===== src/rtl/countdown_sched.sv =====
// Shares one CW-bit down-counter among NREQ requesters; one owner at a time, one-cycle done on expiry.
// Define COUNTDOWN_SCHED_RR_EN for rotating priority; otherwise the lowest requesting index always wins.
module countdown_sched #(
    parameter int NREQ = 4,
    parameter int CW   = 4
) (
    input  logic                 clk,
    input  logic                 rst,
    input  logic [NREQ-1:0]      req,
    input  logic [NREQ*CW-1:0]   load_val,
    output logic [NREQ-1:0]      grant,
    output logic [NREQ-1:0]      done,
    output logic [CW-1:0]        cnt,
    output logic                 busy
);
    // state | meaning
    // IDLE  | no owner; arbitrate among pending requests
    // COUNT | owner holds the counter; decrement or abort
    // DONE  | one-cycle done pulse to the owner, grant still held

    localparam int IW = (NREQ > 1) ? $clog2(NREQ) : 1;

    typedef enum logic [1:0] {IDLE, COUNT, DONE} state_t;

    state_t          state, state_n;
    logic [IW-1:0]   owner, owner_n, win;
    logic            found;
    logic [NREQ-1:0] grant_n, done_n;
    logic [CW-1:0]   cnt_n;

`ifdef COUNTDOWN_SCHED_RR_EN
    logic [IW-1:0]   ptr, ptr_n, owner_inc;

    assign owner_inc = (owner == IW'(NREQ-1)) ? '0 : owner + IW'(1);

    // Search order starts at ptr and wraps, so the last owner goes to the back of the line.
    always_comb begin
        found = 1'b0;
        win   = '0;
        for (int k = 0; k < NREQ; k++) begin
            if (!found && req[(int'(ptr) + k) % NREQ]) begin
                found = 1'b1;
                win   = IW'((int'(ptr) + k) % NREQ);
            end
        end
    end
`else
    always_comb begin
        found = 1'b0;
        win   = '0;
        for (int k = 0; k < NREQ; k++) begin
            if (!found && req[k]) begin
                found = 1'b1;
                win   = IW'(k);
            end
        end
    end
`endif

    always_comb begin
        state_n = state;
        owner_n = owner;
        grant_n = grant;
        done_n  = '0;
        cnt_n   = cnt;
`ifdef COUNTDOWN_SCHED_RR_EN
        ptr_n   = ptr;
`endif
        case (state)
            IDLE: begin
                if (found) begin
                    state_n = COUNT;
                    owner_n = win;
                    grant_n = NREQ'(1) << win;
                    cnt_n   = load_val[win*CW +: CW];
                end
            end
            COUNT: begin
                if (!req[owner]) begin
                    state_n = IDLE;
                    grant_n = '0;
`ifdef COUNTDOWN_SCHED_RR_EN
                    ptr_n   = owner_inc;
`endif
                end else if (cnt == '0) begin
                    state_n = DONE;
                    done_n  = grant;
                end else begin
                    cnt_n = cnt - CW'(1);
                end
            end
            DONE: begin
                state_n = IDLE;
                grant_n = '0;
`ifdef COUNTDOWN_SCHED_RR_EN
                ptr_n   = owner_inc;
`endif
            end
            default: begin
                state_n = IDLE;
                grant_n = '0;
            end
        endcase
    end

    always_ff @(posedge clk) begin
        if (rst) begin
            state <= IDLE;
            owner <= '0;
            grant <= '0;
            done  <= '0;
            cnt   <= '0;
            busy  <= 1'b0;
`ifdef COUNTDOWN_SCHED_RR_EN
            ptr   <= '0;
`endif
        end else begin
            state <= state_n;
            owner <= owner_n;
            grant <= grant_n;
            done  <= done_n;
            cnt   <= cnt_n;
            busy  <= (state_n != IDLE);
`ifdef COUNTDOWN_SCHED_RR_EN
            ptr   <= ptr_n;
`endif
        end
    end

endmodule


===== config.mk =====
export PLATFORM = sky130hd
export DESIGN_NAME = countdown_sched
export DESIGN_NICKNAME = d
export VERILOG_FILES = /design/src/rtl/countdown_sched.sv
export SDC_FILE = /design/constraint.sdc
export NUM_CORES = 1
export LEC_CHECK = 0
export ABC_CLOCK_PERIOD_IN_PS = 1500
export CORE_AREA = 2 2 63 65
export CTS_CLUSTER_DIAMETER = 80
export DETAILED_ROUTE_END_ITERATION = 7
export DIE_AREA = 0 0 65 67
export GPL_TIMING_DRIVEN = 0
export PLACE_DENSITY = 0.6
export SYNTH_ARGS = -nofsm -noshare
export SYNTH_HDL_FRONTEND = slang
export SYNTH_SLANG_ARGS = --single-unit

===== constraint.sdc =====
create_clock -name clk -period 1.5 [get_ports clk]
set_input_delay 0.225 -clock clk [delete_from_list [all_inputs] [get_ports clk]]
set_output_delay 0.225 -clock clk [all_outputs]
set_load 0.02 [all_outputs]

==> summary.txt, run 1 <==
Timing
  – Final setup fails: 11
  – Final Cycle Share: 108%
  – Worst-margin pin slew: 0.517 ns
  – Minimum clock period: 1.62 ns
  – Final hold vios: 0
  – Peak Freq: 616 MHz
  – Setup Skew: 0.00290 ns
  – Slew Limit Fails: 0
  – Worst setup margin: -0.123 ns
  – RSZ-0062 raised after global routing: yes
  – Slew HR: between 60 and 70%

Synthesis
  – Netlist cell types: 39
  – Area of the mapped netlist: 891 µm²
  – Mapped Nets: 127
  – Ys flop type: dfxtp_1
  – Synth Instances: 104
  – Async SR Flop Fraction: 0%
  – Sequential share of the synthesized area: 38.2%
  – Mapped Avg Cell Area: ~8.6 µm²
  – #FFs+latches synth: 17
  – EDFF count, synth: 0
  – Synth Warn #: 0

Global route
  – Gr busiest metal: met2
  – M3 GR Usage: 1.69%
  – All-layer global routing usage: 12.7%
  – Largest net degree at the start of global routing: 11
  – Met2 GRT Util: 21.0%
  – GR Util met1: 16.4%
  – Initial antenna violation count: 0
  – First-pass GRT wire length: ~4.3 mm
  – Remaining global-route overflow: 0
  – Vias in the first global route: approximately 940

CTS
  – Post-CTS Hold Fix Bufs: 0
  – Clock Latency Late Sink: 0.25 ns
  – CTS Sinks: 17
  – Max Buffers Root-to-Sink: 2
  – H-tree Lvls: 1
  – Clock transition at path regs: 0.06 ns
  – CTS root buf: clkbuf_8
  – CTS Buf Count: 3
  – CTS tree: yes

Final layout
  – Area Growth Syn to Fin: 56.9%
  – # diodes: 0
  – Fin util: about 39%
  – Commonest cells after routing, fill and taps aside: 27 x clkdlybuf4s50_1, 12 x dfxtp_1, 9 x nor2_1
  – Layout cells sized above 1: 20.8%
  – Nets@finish: ~170
  – Fin area: approximately 1400 µm²
  – Commonest non-fill, non-tap cell in the layout: clkdlybuf4s50_1

Floorplanning
  – Die Span X: 65 µm
  – Die ar.: 4360 µm²
  – Initial Utilization: 24.7%
  – FP Rows: 22
  – Ports: 35
  – Die H: between 60 and 70 µm
  – Core area: 3610 µm²

Setup path
  – Most used cell along the critical path: nor3_2
  – Worst-path fanout max: 3
  – CP max stage cell: mux4_2
  – Slowest stage delay, CP: 0.53 ns
  – Crit path launch type: register
  – Critical path capture point type: register
  – WS Path Type: register to register
  – WP data required: 1.62 ns
  – Crit-path cells: mux4_2 -> a22oi_2 -> buf_4 -> nor3_2 -> nor2_1 -> nor3_2
  – Critical path arrival: 1.74 ns

Drt
  – Via/cell ratio: 5.08
  – Post-route ant nets: 0
  – WL final: 2.66 mm
  – Starting DRT DRC Count: 54
  – DR DRC count: 0
  – WL per Instance: roughly 14 µm
  – First-pass DRT Iterations: 4
  – Via Count: 975

Place
  – Sum of net half-perimeters after detailed placement: 2.00 mm
  – Area after DPL: roughly 1300 µm²
  – GPL Wtd Cong: 0.876
  – Number of I/O port buffers: 33

Run status
  – Violated checks: setup timing
  – Status: complete, but fails checks

Pwr
  – Worst VDD drop: 0.333 mV
  – Total power: 1.89 mW
  – Pleak: 0.540 nW
  – Power Density: 1350 nW/µm²

Min path
  – Worst hold path class: input pin to register

Run
  – # Max-Cap Violations: 0
## synthesized netlist by cell type (2+ instances only)
master / instances / share of area, %
a21oi_1: 8 / 4.5
a221o_1: 2 / 2.2
a221oi_1: 2 / 2.0
a22o_1: 3 / 2.9
a31oi_1: 2 / 1.4
a32o_1: 2 / 2.2
and2_1: 4 / 2.8
clkbuf_1: 4 / 1.7
dfxtp_1: 17 / 38
inv_1: 5 / 2.1
nand2_1: 3 / 1.3
nand2b_1: 2 / 1.4
nand3_1: 2 / 1.1
nor2_1: 10 / 4.2
nor2b_1: 3 / 2.1
nor3_1: 9 / 5.1
nor4b_1: 2 / 2.0
o21ai_0: 3 / 1.7
## critical path, delay by kind of cell (launching register included)
kind                   cells  cell delay (ns)
muxes                      1             0.53
DFF                        1             0.34
and+or+nand+nor            3             0.24
AOI/OAI and AO/OA          1             0.21
buffers and inverters      1             0.16
## through the flow
stage                     hold slack [ns]  TNS, ns  setup slack [ns]  instances
after floorplan                     0.467   -0.173           -0.0849        104
after global placement              0.483    -7.59            -0.669        185
after detailed placement            0.490    -8.15            -0.731        185
after CTS                           0.274   -0.774            -0.161        191
after global routing                0.267    -1.59            -0.213        192
final                               0.267   -0.655            -0.123        192
## final timing paths
kind	start	endpoint	slack (ns)	depth (start not counted)
setup / recovery	owner[0]$_SDFFE_PP0P_	cnt[2]$_SDFFE_PP0P_	-0.12	6
hold / removal	req[3]	grant[3]$_SDFFE_PP0P_	0.27	2
setup reg to reg	owner[0]$_SDFFE_PP0P_	cnt[2]$_SDFFE_PP0P_	-0.12	6
hold reg to reg	cnt[1]$_SDFFE_PP0P_	cnt[1]$_SDFFE_PP0P_	0.50	2
## state kept, by name (all words and copies together) (netlist names)
name   flops
state      2
owner      2
cnt        4
busy       1
done       4
grant      4
## what timing repair did
| action | CTS | global route |
|---|---|---|
| gates cloned | 0 | 0 |
| pin swaps | 3 | 1 |
| resized for setup | 12 | 7 |
| buffers inserted | 3 | 1 |
| endpoints found under the setup margin | 16 | 14 |
## layer usage
layer / part of all wire (%) / vias up
li1: - / 467
met1: 46 / 462
met2: 47 / 41
met3: 5.6 / 5
met4: 1.8 / 0
met5: 0 / -
## area by class of cell
class | count | area [µm²]
Fill cell | 389 | 2210
Multi-Input combinational cell | 76 | 537
Clock buffer | 3 | 41.3
Buffer | 5 | 27.5
Sequential cell | 17 | 352
Clock inverter | 1 | 5.00
Timing Repair Buffer | 37 | 357
Inverter | 5 | 18.8
Tap cell | 48 | 60.1
## kinds of logic after synthesis
group	after synthesis	synth area share [%]
buffers and inverters	11	5.62
DFF	17	38.2
muxes	1	2.53
adders and majority gates	1	1.40
AOI/OAI and AO/OA	29	24.0
and+or+nand+nor	45	28.2
## power by group
group	switching, mW	internal (mW)	total [mW]
clock network	0.155	0.184	0.339
registers	0.103	0.558	0.660
logic	0.446	0.441	0.887
Power figures use the tool's default switching activity.
==> inputs of run 2 (changes only) <==
--- a/config.mk
+++ b/config.mk
@@ -5,7 +5,6 @@
 export SDC_FILE = /design/constraint.sdc
 export NUM_CORES = 1
 export LEC_CHECK = 0
-export ABC_CLOCK_PERIOD_IN_PS = 1500
 export CORE_AREA = 2 2 63 65
 export CTS_CLUSTER_DIAMETER = 80
 export DETAILED_ROUTE_END_ITERATION = 7
==> constraint.sdc (replaced) <==
create_clock -name clk -period 1.5 [get_ports clk]
set_input_delay 0.225 -clock clk [delete_from_list [all_inputs] [get_ports clk]]
set_output_delay 0.225 -clock clk [all_outputs]
set_load 0.01 [all_outputs]
==> summary.txt, run 2 (synthesis results as in run 1) <==
Min path
  – Hold Crit Start: req[3]
  – Worst hold path class: input pin to register

Drt
  – Via Count: 967
  – Via/cell ratio: 4.96
  – WL final: 2.73 mm
  – Starting DRT DRC Count: 26
  – Post-route ant nets: 0
  – First-pass DRT Iterations: 4
  – DR DRC count: 0
  – WL per Instance: 14.0 µm

CTS
  – CTS Buf Count: 3
  – Post-CTS Hold Fix Bufs: 0
  – CTS root buf: clkbuf_8
  – CTS Sinks: 17
  – Clock Latency Late Sink: 0.25 ns
  – H-tree Lvls: 1
  – Max Buffers Root-to-Sink: 2
  – Clock transition at path regs: 0.07 ns
  – CTS tree: yes

Timing
  – RSZ-0062 raised after global routing: yes
  – Slew HR: 67.8%
  – Final hold slack: 0.264 ns
  – Worst-margin pin slew: 0.483 ns
  – Final Cycle Share: 106%
  – Final setup fails: 14
  – Setup Skew: 0.00126 ns
  – Peak Freq: 629 MHz
  – Slew Limit Fails: 0
  – Minimum clock period: 1.59 ns
  – Worst setup margin: -0.0889 ns
  – Final hold vios: 0

Setup path
  – RR Startpoint: owner[0]$_SDFFE_PP0P_
  – WP data required: 1.65 ns
  – Crit-path cells: mux4_2 -> buf_4 -> a21oi_2 -> nor3_2 -> a22o_1
  – Critical path capture point type: register
  – Slowest stage delay, CP: 0.53 ns
  – Critical path arrival: 1.74 ns
  – Worst-path fanout max: 4
  – WS Path Type: register to register
  – CP startpoint: owner[0]$_SDFFE_PP0P_
  – CP max stage cell: mux4_2
  – Crit path launch type: register

Pwr
  – Worst VDD drop: 0.381 mV
  – Power Density: between 1000 and 1500 nW/µm²
  – Pleak: 0.539 nW
  – Total power: ~1.9 mW

Place
  – Sum of net half-perimeters after detailed placement: between 1.5 and 2 mm
  – Cells after DPL: 185
  – Area after DPL: 1290 µm²
  – Number of I/O port buffers: 33
  – Pre-CTS worst setup slack: -0.698 ns
  – GPL Wtd Cong: 0.876

Global route
  – All-layer global routing usage: 12.4%
  – Largest net degree at the start of global routing: 12
  – Vias in the first global route: 921
  – Remaining global-route overflow: 0
  – First-pass GRT wire length: 4.24 mm
  – Initial antenna violation count: 0

Final layout
  – Final Non-Filler Cells: just under 200
  – Fin area: 1430 µm²
  – Biggest regs: cnt (4), done (4), grant (4)
  – Commonest cells after routing, fill and taps aside: 30 x clkdlybuf4s50_1, 12 x dfxtp_1, 9 x nor2_1
  – Area Growth Syn to Fin: 60.0%
  – Nets@finish: ~170
  – Layout cells sized above 1: 22.4%
  – # diodes: 0
  – Fillers: 372
  – Commonest non-fill, non-tap cell in the layout: clkdlybuf4s50_1

Floorplanning
  – Die H: 67 µm
  – Core area: 3610 µm²
  – Initial Utilization: between 20% and 30%
  – Die Span X: 65 µm
  – Die ar.: 4360 µm²
  – Ports: 35
  – FP Rows: 22

Run status
  – Status: complete, but fails checks
  – Violated checks: setup timing

Run
  – # Max-Cap Violations: 0
[run 2: area by class of cell]
class | instances | area [µm²] | area share (%)
Buffer | 5 | 28.8 | 2.02
Clock buffer | 3 | 41.3 | 2.90
Clock inverter | 1 | 6.26 | 0.439
Inverter | 5 | 18.8 | 1.32
Multi-Input combinational cell | 76 | 536 | 37.6
Sequential cell | 17 | 352 | 24.7
Tap cell | 48 | 60.1 | 4.21
Timing Repair Buffer | 40 | 383 | 26.9
[run 2: worst max-delay path: cells and delay by family, from the launching register on]
family	cells	cell delay, ns
AO/OA/AOI/OAI	2	0.37
buffers and inverters	1	0.16
flip-flops	1	0.35
multiplexers	1	0.53
AND/OR/NAND/NOR	1	0.08
[run 2: per-layer routing]
metal	vias to the layer above	wire (µm)	global-route usage (%)
met3	4	117	1.18
met5	-	0	0
li1	475	-	-
met2	34	1310	20.5
met1	454	1260	15.8
met4	0	51	6.91
[run 2: metrics by stage]
stage / setup TNS [ns] / utilization [%]
detailed placement: -8.16 / 35.9
global placement: -7.52 / 35.9
floorplan: -0.175 / -
global route: -1.26 / 39.5
CTS: -0.435 / 38.8
finish: -0.559 / 39.5
[run 2: report_power, final]
| group | switching, mW | leakage (nW) | internal [mW] | total, mW |
|---|---|---|---|---|
| sequential | 0.101 | 0.142 | 0.557 | 0.657 |
| combinational | 0.406 | 0.372 | 0.511 | 0.917 |
| clock | 0.175 | 0.0260 | 0.188 | 0.363 |
| total | 0.682 | 0.539 | 1.26 | 1.94 |
[run 2: final timing paths]
check	cells past startpoint	slack, ns	end
setup / recovery	5	-0.09	grant[0]$_SDFFE_PP0P_
hold reg to reg	1	0.50	done[0]$_SDFF_PP0_
hold / removal	2	0.26	grant[3]$_SDFFE_PP0P_
setup reg to reg	5	-0.09	grant[0]$_SDFFE_PP0P_
[run 2: timing repair]
action                                  CTS  global route
endpoints found under the hold margin     0             0
pin swaps                                 5             3
cloned                                    0             0
endpoints found under the setup margin   15            14
buffers inserted                          6             2
resized for setup                        15             4
